## src/rtl/hazard_unit_multicycle.sv

```systemverilog
// Load-use / taken-branch hazard unit with multi-cycle stall and flush hold.
// Optional statistics counters are enabled by defining HAZARD_UNIT_STATS_EN.
module hazard_unit_multicycle #(
    parameter int REG_AW            = 3,
    parameter int LOAD_STALL_CYCLES = 1,
    parameter int FLUSH_CYCLES      = 1,
    parameter int CNT_W             = 16
) (
    input  logic              clk,
    input  logic              rst,
    input  logic              id_mem_read,
    input  logic              id_dest_valid,
    input  logic [REG_AW-1:0] id_dest_reg,
    input  logic [REG_AW-1:0] if_src1,
    input  logic [REG_AW-1:0] if_src2,
    input  logic              if_src2_used,
    input  logic              ex_is_branch,
    input  logic [1:0]        ex_cond,
    input  logic              zero,
    input  logic              carry,
`ifdef HAZARD_UNIT_STATS_EN
    output logic [CNT_W-1:0]  stall_cycles,
    output logic [CNT_W-1:0]  load_hazards,
    output logic [CNT_W-1:0]  flush_events,
`endif
    output logic              stall,
    output logic              flush,
    output logic              pc_write_en,
    output logic              ifid_write_en
);

    // Out-of-range hold lengths are clamped rather than rejected.
    localparam int L_C = (LOAD_STALL_CYCLES < 1) ? 1 :
                         ((LOAD_STALL_CYCLES > 15) ? 15 : LOAD_STALL_CYCLES);
    localparam int F_C = (FLUSH_CYCLES < 1) ? 1 :
                         ((FLUSH_CYCLES > 7) ? 7 : FLUSH_CYCLES);
    localparam logic [3:0] L_RELOAD = 4'(L_C - 1);
    localparam logic [3:0] F_RELOAD = 4'(F_C - 1);

    typedef enum logic [1:0] {S_IDLE, S_STALL, S_FLUSH} state_t;

    state_t     r_state;
    logic [3:0] r_cnt;

    logic w_load_use;
    logic w_cond_true;
    logic w_taken;
    logic w_stall;
    logic w_flush;

    always_comb begin
        w_cond_true = 1'b0;
        case (ex_cond)
            2'b00: w_cond_true = zero;
            2'b01: w_cond_true = ~zero;
            2'b10: w_cond_true = carry;
            2'b11: w_cond_true = ~carry;
            default: w_cond_true = 1'b0;
        endcase
    end

    assign w_load_use = id_mem_read & id_dest_valid & (id_dest_reg != '0) &
                        ((id_dest_reg == if_src1) |
                         (if_src2_used & (id_dest_reg == if_src2)));
    assign w_taken    = ex_is_branch & w_cond_true;

    // Outputs are gated by rst so detection cannot leak through while held in reset.
    assign w_stall = rst & ~w_taken &
                     ((r_state == S_STALL) | ((r_state == S_IDLE) & w_load_use));
    assign w_flush = rst & (w_taken | (r_state == S_FLUSH));

    assign stall         = w_stall;
    assign flush         = w_flush;
    assign pc_write_en   = ~w_stall;
    assign ifid_write_en = ~w_stall;

    always_ff @(posedge clk or negedge rst) begin
        if (!rst) begin
            r_state <= S_IDLE;
            r_cnt   <= 4'd0;
        end else if (w_taken) begin
            if (F_C > 1) begin
                r_state <= S_FLUSH;
                r_cnt   <= F_RELOAD;
            end else begin
                r_state <= S_IDLE;
                r_cnt   <= 4'd0;
            end
        end else begin
            case (r_state)
                S_IDLE: begin
                    if (w_load_use && (L_C > 1)) begin
                        r_state <= S_STALL;
                        r_cnt   <= L_RELOAD;
                    end
                end
                S_STALL, S_FLUSH: begin
                    if (r_cnt == 4'd1) begin
                        r_state <= S_IDLE;
                        r_cnt   <= 4'd0;
                    end else begin
                        r_cnt <= r_cnt - 4'd1;
                    end
                end
                default: begin
                    r_state <= S_IDLE;
                    r_cnt   <= 4'd0;
                end
            endcase
        end
    end

`ifdef HAZARD_UNIT_STATS_EN
    logic [CNT_W-1:0] r_stall_cycles;
    logic [CNT_W-1:0] r_load_hazards;
    logic [CNT_W-1:0] r_flush_events;

    // All counters saturate at all-ones.
    always_ff @(posedge clk or negedge rst) begin
        if (!rst) begin
            r_stall_cycles <= '0;
            r_load_hazards <= '0;
            r_flush_events <= '0;
        end else begin
            if (w_stall && (r_stall_cycles != '1))
                r_stall_cycles <= r_stall_cycles + 1'b1;
            if (w_stall && (r_state == S_IDLE) && (r_load_hazards != '1))
                r_load_hazards <= r_load_hazards + 1'b1;
            if (w_taken && (r_flush_events != '1))
                r_flush_events <= r_flush_events + 1'b1;
        end
    end

    assign stall_cycles = r_stall_cycles;
    assign load_hazards = r_load_hazards;
    assign flush_events = r_flush_events;
`endif

endmodule

```

## config.mk

```make
export PLATFORM = sky130hd
export DESIGN_NAME = hazard_unit_multicycle
export DESIGN_NICKNAME = d
export VERILOG_FILES = /design/src/rtl/hazard_unit_multicycle.sv
export SDC_FILE = /design/constraint.sdc
export NUM_CORES = 1
export LEC_CHECK = 0
export ABC_AREA = 1
export CAP_MARGIN = 20
export CORE_AREA = 4 4 41 43
export DETAILED_ROUTE_END_ITERATION = 8
export DIE_AREA = 0 0 45 47
export PLACE_DENSITY = 0.62
export SLEW_MARGIN = 20
export SYNTH_ARGS = -nofsm -noshare
export SYNTH_HDL_FRONTEND = slang
export SYNTH_SLANG_ARGS = --single-unit
```

## constraint.sdc

```tcl
create_clock -name clk -period 1 [get_ports clk]
set_input_delay 0.2 -clock clk [delete_from_list [all_inputs] [get_ports clk]]
set_output_delay 0.2 -clock clk [all_outputs]
set_load 0.01 [all_outputs]
```

# Word level (Yosys, flattened, before mapping)
# Index checks and enable logic that the tools add are counted.
# classes
n_addsub	1
mul	0
div	0
order_cmp	0
n_eq_ne	10
shifts	0
n_mux	7
n_bitwise	16
reduce_logical	5
# op_table
op	n
1-bit AND	9
4-bit two-way mux	2
4-bit one-hot mux with 2 select lines	1
2-bit == test, second input constant	3
3-bit == test	2
2-bit by 1-bit == test with 1-bit output, second input constant	2
4-bit by 1-bit == test with 1-bit output, second input constant	1
2-bit logical NOT	2
2-bit two-way mux	2
1-bit NOT	4
1-bit one-hot mux with 4 select lines	1
2-bit one-hot mux with 2 select lines	1
4-bit by 1-bit subtractor with 4-bit output, second input constant	1
3-bit != test, second input constant	1
1-bit OR	3
3-bit nonzero test	1
2-bit != test, second input constant	1
2-bit AND reduction	1
2-bit OR reduction	1
# word_totals
reg_bits	6
latchBits	0
ram_bits	0
romBits	0
in_bits	19
out_inout_bits	4
wordCells	41
n_memories	0

# Depth between registers and ports, before layout
# depth
depth_word	8
ltp_mapped	8
mapped_depth_nobuf	7

# Worst setup path before layout
# No wires, ideal clock.
# synth_timing
path_kind	input to output
startpoint	in id_dest_reg[0]
endpoint	out pc_write_en
t_arrival_ns	0.811
required_ns	0.800
setup_slack_ns	-0.011
path_stages	7
n_path_buf	1
path_cell_list	inv_2 nand2_1 nand2_1 nand3_1 nand2_1 nand3_1 buf_4
# synth_between
elab_chain_len	8
elab_cells_between_ends	11
cone_classes	eq/ne: 2; bitwise: 8; reduce/logical: 1
# synth_rtl
item	line_no	text
from (decl)	13	input logic [REG_AW-1:0] id_dest_reg,
3-bit == test	64	(if_src2_used & (id_dest_reg == if_src2)));
1-bit AND	64	
1-bit OR	63	((id_dest_reg == if_src1) |
1-bit AND *	62	assign w_load_use = id_mem_read & id_dest_valid & (id_dest_reg != '0) &
1-bit AND *	69	((r_state == S_STALL) | ((r_state == S_IDLE) & w_load_use));
1-bit OR *	69	
1-bit AND *	68	assign w_stall = rst & ~w_taken &
1-bit NOT *	n/a	
to (decl)	28	output logic pc_write_en,
# Every way passes the cells marked *; elsewhere a longest branch is shown, timed or not.

# Worst setup path after layout
# layout_timing
startpoint	in zero
endpoint	out pc_write_en
# layout_between
elab_chain_len	7
# layout_rtl
item	line_no	text
from (decl)	19	input logic zero,
1-bit NOT	55	2'b01: w_cond_true = ~zero;
1-bit one-hot mux with 4 select lines *	53	case (ex_cond)
1-bit AND *	65	assign w_taken = ex_is_branch & w_cond_true;
1-bit NOT *	68	
1-bit AND * (2 in series)	68	
1-bit NOT *	74	assign pc_write_en = ~w_stall;
# Marks and branches as above.

==> run metrics <==
Final Critical Period 1.09 ns; crit path capture type primary output; vias in the first global route 406; clk_buf instances 0; drt drc 0; initial antenna violation count 0; grt ovf 0; Post-Synth Adder-Cell Area 0; Finished Layout Cells 97; synth-to-layout area growth 139%; relative slew slack 0.890; YS warnings 0; Netlist Area Pre-Place approximately 260 sq um; Max-Cap Viols 0; Final Hold Slack 0.714 ns; syn nets 77; Hold/Removal Path Class in -> out; Compound-Gate Fraction of Synth Area 0.100; largest family of logic cells by synthesized area simple AND/OR/NAND/NOR gates; Yosys cell types 11; I/O pin count 23; number of sequential cells 0; design area 628 sq um; largest net degree at the start of global routing 6; die footprint 2120 sq um; Max rail drop VDD about 0.14 mV; Avg Vias per Cell roughly 4.2; Critical-path top delay cell buf_12; GPL Wtd Cong 0.706; hold buffers post-CTS 0; fmax a little over 900 MHz; post-synthesis simple-gate area fraction 0.619; global-route wire length before repair roughly 1.5 mm; required time of the worst setup path 0.80 ns; failing checks setup timing; Die Wd 45 microns; post-DP HPWL just over 700 microns; Post-Synth XOR/XNOR Area 0.0667; critical path's top delay family simple AND/OR/NAND/NOR gates; Util after Layout 0.483; Post-Syn Instances 58; WS Path Type in -> out; row cnt 13; placed inst area between 500 and 600 sq um; crit path buf inv count 3; RSZ-0062 raised after global routing yes; status finished, violations left; Final setup viols 4; GRT Util Overall 0.0905; final WL 850 microns; CP peak stage delay about 0.13 ns; WL/cell between 8 and 9 microns; Most common cell on crit path nand2_2; sequential area share after synthesis 0; 1st-iter DRT viols 3; total chip power around 240 uW; first drt pass iteration count 4; ant diodes 0; placed cell count 95; critical-path cell list buf_2 > nand2_2 > nand2_2 > nand2_2 > nand3_4 > buf_12 > nand3_4 > buf_6; Final Hold Fails 0; P_leak 0.000335 uW; Layout Nets 103; multiplexer share of the synthesized area 0; Initial Util 0.202; CP max FO 3; pwr/cell area around 400 nW/um^2; antenna-violating nets left 0; layout cells sized above 1 0.707; setup ws final -0.0853 ns; startpoint types input port; Final period util 1.09; core area 1300 sq um; port bufs 22; critical path data arrival time ~0.89 ns; Sequential Area 0 sq um; Synth Area per Inst 4.53 sq um; worst-margin pin slew 0.164 ns; Die Y 47 microns; vias 404; fin. max-slew vios 0
==> stage by stage <==
| step | setup TNS (ns) | worst slack, ns |
|---|---|---|
| final | -0.241 | -0.0853 |
| after global routing | -0.524 | -0.154 |
| after CTS | -0.322 | -0.0946 |
| after detailed placement | -3.74 | -0.983 |
| after global placement | -3.70 | -0.972 |
| after floorplan | 0 | 0.0298 |
==> power breakdown <==
part / internal, uW / switching [uW] / leakage, uW
clock: 0 / 0 / 0
combinational: 128 / 116 / 0.000335
sequential: 0 / 0 / 0
total: 128 / 116 / 0.000335
==> kinds of logic after synthesis <==
logic type                Yosys count
AOI/OAI and AO/OA                   2
xor gates and xnor gates            2
and+or+nand+nor                    40
buffers and inverters              14
==> cells in the mapped netlist (all sizes together) <==
cell type / n / area (sq um)
nand2: 27 / 101
inv: 13 / 48.8
nor2: 7 / 26.3
nand3: 6 / 35.0
a21oi: 1 / 5.00
a31oi: 1 / 21.3
buf: 1 / 7.51
xnor2: 1 / 8.76
xor2: 1 / 8.76
==> repair_timing <==
item	4_1_cts	5_1_grt
cloned	0	0
pin swaps	31	21
setup buffers	1	1
resized for setup	123	17
endpoints found under the setup margin	4	4
==> placed cells by master (no fill, tap or decap), drive strengths merged <==
master / Yosys / routed
a31oi: 1 / 1
nand3: 6 / 6
xor2: 1 / 1
xnor2: 1 / 1
nor2: 7 / 7
buf: 1 / 24
dlygate4sd2: 0 / 1
a21oi: 1 / 1
nand2: 27 / 27
inv: 13 / 13
==> per-layer routing <==
layer,routed length (microns),track usage
met5,0,0
met4,0,0
met3,107,0.0153
met2,424,0.181
met1,319,0.106
==> path summary, 6_finish.rpt <==
check | from | endpoint | slack [ns] | cells past startpoint
worst max-delay path | zero | pc_write_en | -0.09 | 8
worst min-delay path | rst | flush | 0.71 | 4
==> layout make-up <==
type	instances	area, sq um
Inverter	13	71.3
Tap cell	15	18.8
Fill cell	140	673
Timing Repair Buffer	25	235
Multi-Input combinational cell	44	303
Power figures use the tool's default switching activity.
